**config.mk**
```make
export PLATFORM = sky130hd
export DESIGN_NAME = param_load_sequencer_flat
export DESIGN_NICKNAME = d
export VERILOG_FILES = /design/src/rtl/param_load_sequencer_if.sv /design/src/rtl/param_load_sequencer.sv /design/src/flat_wrapper.sv
export SDC_FILE = /design/constraint.sdc
export NUM_CORES = 1
export LEC_CHECK = 0
export ABC_AREA = 1
export CAP_MARGIN = 20
export CORE_ASPECT_RATIO = 0.75
export CORE_MARGIN = 8
export CORE_UTILIZATION = 34
export DETAILED_ROUTE_END_ITERATION = 7
export GPL_ROUTABILITY_DRIVEN = 0
export PLACE_DENSITY = 0.53
export SKIP_LAST_GASP = 1
export SLEW_MARGIN = 10
export SYNTH_ARGS = -nofsm -noshare
export SYNTH_HDL_FRONTEND = slang
export SYNTH_SLANG_ARGS = --single-unit
```
**constraint.sdc**
```tcl
create_clock -name clk -period 4.3 [get_ports clk]
set_clock_uncertainty 0.15 [all_clocks]
set_input_delay 0.645 -clock clk [delete_from_list [all_inputs] [get_ports clk]]
set_output_delay 0.645 -clock clk [all_outputs]
set_load 0.1 [all_outputs]
```
**src/rtl/param_load_sequencer_if.sv**
```systemverilog
// rtl/param_load_sequencer_if.sv - parameter memory read port and one-hot word stream toward conv_top
interface param_load_sequencer_if #(
    parameter int NSEG   = 13,
    parameter int ADDR_W = 15
);
    logic              mem_rd;
    logic [ADDR_W-1:0] mem_addr;
    logic [31:0]       mem_data;
    logic [31:0]       out_data;
    logic [NSEG-1:0]   out_valid;
    logic              out_ready;

    // sequencer side: drives the read port and the output stream
    modport master (
        output mem_rd, mem_addr, out_data, out_valid,
        input  mem_data, out_ready
    );

    // memory / consumer side
    modport slave (
        input  mem_rd, mem_addr, out_data, out_valid,
        output mem_data, out_ready
    );
endinterface

```
**src/rtl/param_load_sequencer.sv**
```systemverilog
// rtl/param_load_sequencer.sv - streams all CNN parameter segments from one memory; optional PARAM_LOADER_CHECKSUM_EN
module param_load_sequencer #(
    parameter int                    NSEG    = 13,
    parameter int                    ADDR_W  = 15,
    parameter int                    LEN_W   = 16,
    parameter logic [NSEG*LEN_W-1:0] SEG_LEN = {16'd6, 16'd144, 16'd24, 16'd6048, 16'd28,
                                                16'd6048, 16'd24, 16'd4320, 16'd20, 16'd3600,
                                                16'd20, 16'd180, 16'd2304}
) (
    input  logic                   clk,
    input  logic                   rst_,
    input  logic                   start,
    param_load_sequencer_if.master bus,
    output logic [3:0]             seg_idx,
    output logic                   busy,
    output logic                   done,
    output logic [31:0]            checksum
);
    localparam logic [1:0]       ST_IDLE  = 2'd0;
    localparam logic [1:0]       ST_RUN   = 2'd1;
    localparam logic [1:0]       ST_DRAIN = 2'd2;
    localparam logic [3:0]       LAST_SEG = 4'(NSEG - 1);
    localparam logic [LEN_W-1:0] LEN_ONE  = LEN_W'(1);

    logic [1:0]        state_q, state_d;
    logic [3:0]        seg_q, seg_d;
    logic [LEN_W-1:0]  rd_cnt_q, rd_cnt_d;
    logic              mem_rd_q, mem_rd_d;
    logic [ADDR_W-1:0] mem_addr_q, mem_addr_d;
    logic [3:0]        pend_tag_q, pend_tag_d;
    logic              done_q, done_d;

    logic [31:0]       fifo_data_q [2];
    logic [3:0]        fifo_tag_q  [2];
    logic              rd_ptr_q, wr_ptr_q;
    logic [1:0]        count_q;

    logic              launch, issue, push, pop;
    logic [3:0]        iss_seg;
    logic [LEN_W-1:0]  iss_cnt;

    function automatic logic [LEN_W-1:0] seg_len(input logic [3:0] s);
        return SEG_LEN[s*LEN_W +: LEN_W];
    endfunction

    // A launch issues address 0 of segment 0 on the same edge that leaves IDLE
    assign launch  = (state_q == ST_IDLE) && start;
    assign iss_seg = launch ? 4'd0 : seg_q;
    assign iss_cnt = launch ? seg_len(4'd0) : rd_cnt_q;
    assign push    = mem_rd_q;
    assign pop     = (count_q != 2'd0) && bus.out_ready;
    // Issue only if the word will find room: occupancy after this edge stays below 2
    assign issue   = (launch || (state_q == ST_RUN)) &&
                     (({1'b0, count_q} + {2'b00, mem_rd_q} - {2'b00, pop}) < 3'd2);

    // Issue-side sequencing: address, per-segment countdown and FSM
    always_comb begin
        state_d    = state_q;
        seg_d      = seg_q;
        rd_cnt_d   = rd_cnt_q;
        mem_rd_d   = issue;
        mem_addr_d = mem_addr_q;
        pend_tag_d = pend_tag_q;
        done_d     = 1'b0;
        if (launch) begin
            state_d = ST_RUN;
        end
        if (issue) begin
            mem_addr_d = launch ? '0 : mem_addr_q + 1'b1;
            pend_tag_d = iss_seg;
            seg_d      = iss_seg;
            if (iss_cnt == LEN_ONE) begin
                if (iss_seg == LAST_SEG) begin
                    state_d = ST_DRAIN;
                end else begin
                    seg_d    = iss_seg + 4'd1;
                    rd_cnt_d = seg_len(iss_seg + 4'd1);
                end
            end else begin
                rd_cnt_d = iss_cnt - 1'b1;
            end
        end
        if ((state_q == ST_DRAIN) && !mem_rd_q && (count_q == 2'd1) && pop) begin
            state_d = ST_IDLE;
            done_d  = 1'b1;
        end
    end

    // Control registers; reset abandons any read still in flight
    always_ff @(posedge clk or negedge rst_) begin
        if (!rst_) begin
            state_q    <= ST_IDLE;
            seg_q      <= '0;
            rd_cnt_q   <= '0;
            mem_rd_q   <= 1'b0;
            mem_addr_q <= '0;
            pend_tag_q <= '0;
            done_q     <= 1'b0;
        end else begin
            state_q    <= state_d;
            seg_q      <= seg_d;
            rd_cnt_q   <= rd_cnt_d;
            mem_rd_q   <= mem_rd_d;
            mem_addr_q <= mem_addr_d;
            pend_tag_q <= pend_tag_d;
            done_q     <= done_d;
        end
    end

    // Two-entry {data, tag} FIFO filled by returning reads, drained by the consumer
    always_ff @(posedge clk or negedge rst_) begin
        if (!rst_) begin
            fifo_data_q[0] <= '0;
            fifo_data_q[1] <= '0;
            fifo_tag_q[0]  <= '0;
            fifo_tag_q[1]  <= '0;
            rd_ptr_q       <= 1'b0;
            wr_ptr_q       <= 1'b0;
            count_q        <= '0;
        end else begin
            if (push) begin
                fifo_data_q[wr_ptr_q] <= bus.mem_data;
                fifo_tag_q[wr_ptr_q]  <= pend_tag_q;
                wr_ptr_q              <= ~wr_ptr_q;
            end
            if (pop) begin
                rd_ptr_q <= ~rd_ptr_q;
            end
            count_q <= count_q + {1'b0, push} - {1'b0, pop};
        end
    end

    assign bus.mem_rd    = mem_rd_q;
    assign bus.mem_addr  = mem_addr_q;
    assign bus.out_data  = fifo_data_q[rd_ptr_q];
    assign bus.out_valid = (count_q != 2'd0) ? (NSEG'(1) << fifo_tag_q[rd_ptr_q]) : '0;
    assign seg_idx       = seg_q;
    assign busy          = (state_q != ST_IDLE);
    assign done          = done_q;

`ifdef PARAM_LOADER_CHECKSUM_EN
    logic [31:0] checksum_q;

    // Wrapping sum of accepted words, restarted by each launch
    always_ff @(posedge clk or negedge rst_) begin
        if (!rst_) begin
            checksum_q <= '0;
        end else if (launch) begin
            checksum_q <= '0;
        end else if (pop) begin
            checksum_q <= checksum_q + bus.out_data;
        end
    end

    assign checksum = checksum_q;
`else
    assign checksum = '0;
`endif

endmodule

```
**src/flat_wrapper.sv**
```systemverilog
// flat-port wrapper written by rule: the top's interface ports become plain ports
module param_load_sequencer_flat 
#(
    parameter int                    NSEG    = 13,
    parameter int                    ADDR_W  = 15,
    parameter int                    LEN_W   = 16,
    parameter logic [NSEG*LEN_W-1:0] SEG_LEN = {16'd6, 16'd144, 16'd24, 16'd6048, 16'd28,
                                                16'd6048, 16'd24, 16'd4320, 16'd20, 16'd3600,
                                                16'd20, 16'd180, 16'd2304}
)
  (clk, rst_, start, seg_idx, busy, done, checksum, bus_mem_rd, bus_mem_addr, bus_out_data, bus_out_valid, bus_mem_data, bus_out_ready);
  param_load_sequencer_if #(.NSEG(NSEG), .ADDR_W(ADDR_W)) bus_i ();
  input  logic clk;
  input  logic rst_;
  input  logic start;
  output logic [3:0] seg_idx;
  output logic busy;
  output logic done;
  output logic [31:0] checksum;
  output wire logic [$bits(bus_i.mem_rd)-1:0] bus_mem_rd;
  output wire logic [$bits(bus_i.mem_addr)-1:0] bus_mem_addr;
  output wire logic [$bits(bus_i.out_data)-1:0] bus_out_data;
  output wire logic [$bits(bus_i.out_valid)-1:0] bus_out_valid;
  input wire logic [$bits(bus_i.mem_data)-1:0] bus_mem_data;
  input wire logic [$bits(bus_i.out_ready)-1:0] bus_out_ready;
  assign bus_mem_rd = bus_i.mem_rd;
  assign bus_mem_addr = bus_i.mem_addr;
  assign bus_out_data = bus_i.out_data;
  assign bus_out_valid = bus_i.out_valid;
  assign bus_i.mem_data = bus_mem_data;
  assign bus_i.out_ready = bus_out_ready;
  param_load_sequencer #(.NSEG(NSEG), .ADDR_W(ADDR_W), .LEN_W(LEN_W), .SEG_LEN(SEG_LEN)) u_core (.clk(clk), .rst_(rst_), .start(start), .bus(bus_i), .seg_idx(seg_idx), .busy(busy), .done(done), .checksum(checksum));
endmodule
```
==> results.ini <==
[global_route]
grt_antenna_before_repair = 0
globalRouteOverflowTotal = 0
grt_pass1_wl_mm = 28.8
track_usage_pct = 14.8
grt_pass1_vias = 5370
grt_max_degree = 74

[hold_path]
hold_class = input port to asynchronous set/reset pin

[floorplanning]
num_rows = 44
die_area_sq_um = 24400
start_util_pct = 34.6
core_sq_um = 19300
fp.dieH_um = 137
io_pins = 135
die_w_um = 178

[synth]
synth.area.top_cells = dfrtp_1 45%, nand2_1 22%, o21ai_0 7.1%
synth_top_area_share_pct = 44.7
synth_seq_cells = 119
postSynthAreaPerCell_sq_um = 7.14
synth_cells = 934
synth_top_cell_by_area = dfrtp_1
ys.warnings.count = 0
ys_seq_area_share_pct = 44.7
synth_area_sq_um = 6670
synthDistinctLibCells = 35

[detailed_routing]
wl_mm = 17.6
viasPerCell = 4.50
ant_nets = 0
drc = 0
firstDrtPassIters = 5
drt_iter0_markers = 496
wl_per_cell_um = 13.6
vias = 5829

[sta]
fin_ws_ns = 0.488
rsz0062_at_grt = false
finalCritPeriodShare_pct = 88.6
max_freq_mhz = 262
setup_viol = 0
holdWs_ns = 0.215
hold_viol = 0
max_slew_margin_pct = 34.3
slew_viol_final = 0
fin_tns_setup_ns = 0
finalCriticalPeriod_ns = 3.81
tightestPinTransition_ns = 0.982

[critical_path]
critPathKind = flip-flop to output port
worstRegToRegCells = 16
cp_max_fo = 33
critPathLaunchType = flip-flop
worst_setup_path_end_kind = output port
arrival_ns = 3.02
crit_required_ns = 3.50

[clock_tree]
cts_setup_buffers = 0
root_buffer = clkbuf_16
h-tree-depth = 4
cts_buffer_depth = 2
hold_buffers = 0
clkTransAtPathRegs_ns = 0.06
clk-insertion-delay-late_ns = 0.41
clock_sinks = 119
cts_inserted_buffers = 17
cts_tree = yes
cts_resized = 0

[finish]
nets = 1076
drive_gt1_share_pct = 10.6
antenna_cells = 0
nFillCells = 2012
finalNonFillerCells = 1296
area_delta_synth_final_pct = 27.2

[place]
dp.cells = 1264
dp_slack_ns = 0.522
dp_hpwl_mm = 12.5
portBuffers = 102

[job]
drv_cap = 0

[run_status]
status = complete, no violations

==> placed cells by master, fill, tap and decap left out, types with 2 or more instances in the layout <==
| cell | instances |
|---|---|
| nor2_2 | 5 |
| inv_1 | 100 |
| nor2_1 | 55 |
| nand2_1 | 382 |
| clkdlybuf4s50_1 | 56 |
| o21ai_1 | 5 |
| clkinv_4 | 4 |
| clkbuf_16 | 17 |
| dfrtp_1 | 119 |
| nor2_4 | 3 |
| buf_12 | 13 |
| inv_2 | 3 |
| xor2_1 | 3 |
| bufinv_16 | 5 |
| nor3_1 | 12 |
| o21ai_0 | 94 |
| nand4_1 | 15 |
| nand2_4 | 2 |
| nand3_2 | 2 |
| clkinvlp_4 | 2 |
| conb_1 | 32 |
| ha_1 | 9 |
| buf_4 | 42 |
| o21ai_2 | 3 |
| inv_6 | 2 |
| nand3_1 | 31 |
| nand3b_1 | 3 |
| a21oi_1 | 8 |
| or2_2 | 5 |
==> worst max-delay path, stage by stage, from the launching register on <==
cell	delay [ns]
dfrtp_1	0.76
clkinv_1	0.20
buf_4	0.31
nand2_1	0.10
nand2_1	0.06
nor2_1	0.10
inv_1	0.13
or2_2	0.35
nor3_1	0.35
buf_12	0.23
==> Yosys cell counts <==
| library cell | n |
|---|---|
| a21oi_1 | 8 |
| a21oi_2 | 1 |
| a31oi_1 | 1 |
| buf_1 | 2 |
| buf_2 | 4 |
| buf_4 | 35 |
| buf_6 | 4 |
| clkbuf_1 | 20 |
| clkinv_1 | 1 |
| conb_1 | 1 |
| dfrtp_1 | 119 |
| fa_1 | 1 |
| ha_1 | 9 |
| inv_1 | 100 |
| inv_2 | 3 |
| mux2i_1 | 1 |
| nand2_1 | 383 |
| nand2_4 | 2 |
| nand3_1 | 31 |
| nand3_2 | 2 |
| nand3b_1 | 3 |
| nand4_1 | 15 |
| nor2_1 | 55 |
| nor2_2 | 5 |
| nor2_4 | 3 |
| nor3_1 | 12 |
| nor4_1 | 1 |
| o21ai_0 | 94 |
| o21ai_1 | 5 |
| o21ai_2 | 3 |
| o21bai_1 | 1 |
| or2_1 | 1 |
| or2_2 | 4 |
| xnor2_1 | 1 |
| xor2_1 | 3 |
==> state kept, by name, summed over array words and instances (netlist names) <==
signal and cells:
u_core.seg_idx 4, u_core.rd_cnt_q 16, u_core.count_q 2, u_core.pend_tag_q 4, u_core.state_q 2, u_core.done 1
u_core.wr_ptr_q 1, u_core.bus.mem_addr 15, u_core.fifo_data_q 64, u_core.rd_ptr_q 1, u_core.fifo_tag_q 8, u_core.bus.mem_rd 1
==> cell type report <==
cell class	instances	area [sq um]	area share (%)
tap	253	317	3.73
timing repair buffer	111	1140	13.4
clock inverter	14	223	2.63
multi-input combinational	677	3010	35.4
clock buffer	18	429	5.06
sequential	119	2980	35.1
inverter	104	390	4.60
==> worst paths after layout <==
kind / from / end / slack [ns]
min in group clk: u_core.rd_cnt_q[8] / u_core.rd_cnt_q[8] / 0.33
max in group asynchronous: rst_ / u_core.fifo_data_q[62] / 2.86
worst min register to register: u_core.rd_cnt_q[8] / u_core.rd_cnt_q[8] / 0.33
worst max register to register: u_core.count_q[1] / u_core.bus.mem_addr[4] / 1.20
worst min-delay path: rst_ / u_core.fifo_data_q[43] / 0.21
worst max-delay path: u_core.rd_ptr_q / bus_out_valid[5] / 0.49
==> per-stage QoR <==
stage	utilization [%]	area [sq um]
floorplan	-	6780
global placement	40.6	7830
detailed placement	40.6	7830
CTS	44.0	8480
global route	44.0	8480
finish	44.0	8480
==> logic make-up after synthesis <==
| logic type | share of synthesized area [%] |
|---|---|
| compound gates | 8.77 |
| fa+ha+maj | 1.99 |
| simple gates | 31.8 |
| buf+inv | 12.0 |
| flops | 44.7 |
| xor+xnor | 0.526 |
| mux | 0.150 |
| other cells | 0.0563 |
==> metal layers <==
metal  wire, um  vias to the layer above  global-route usage [%]
li1           -                     3034                       -
met1       9500                     2642                    22.7
met2       6870                      140                    19.6
met3       1040                       13                    3.92
met4        156                        0                    4.48
met5          0                        -                       0
Power is left out: the tool's default activity adds up to more than one toggle a clock period on the data nets, which glitch-free logic cannot reach.
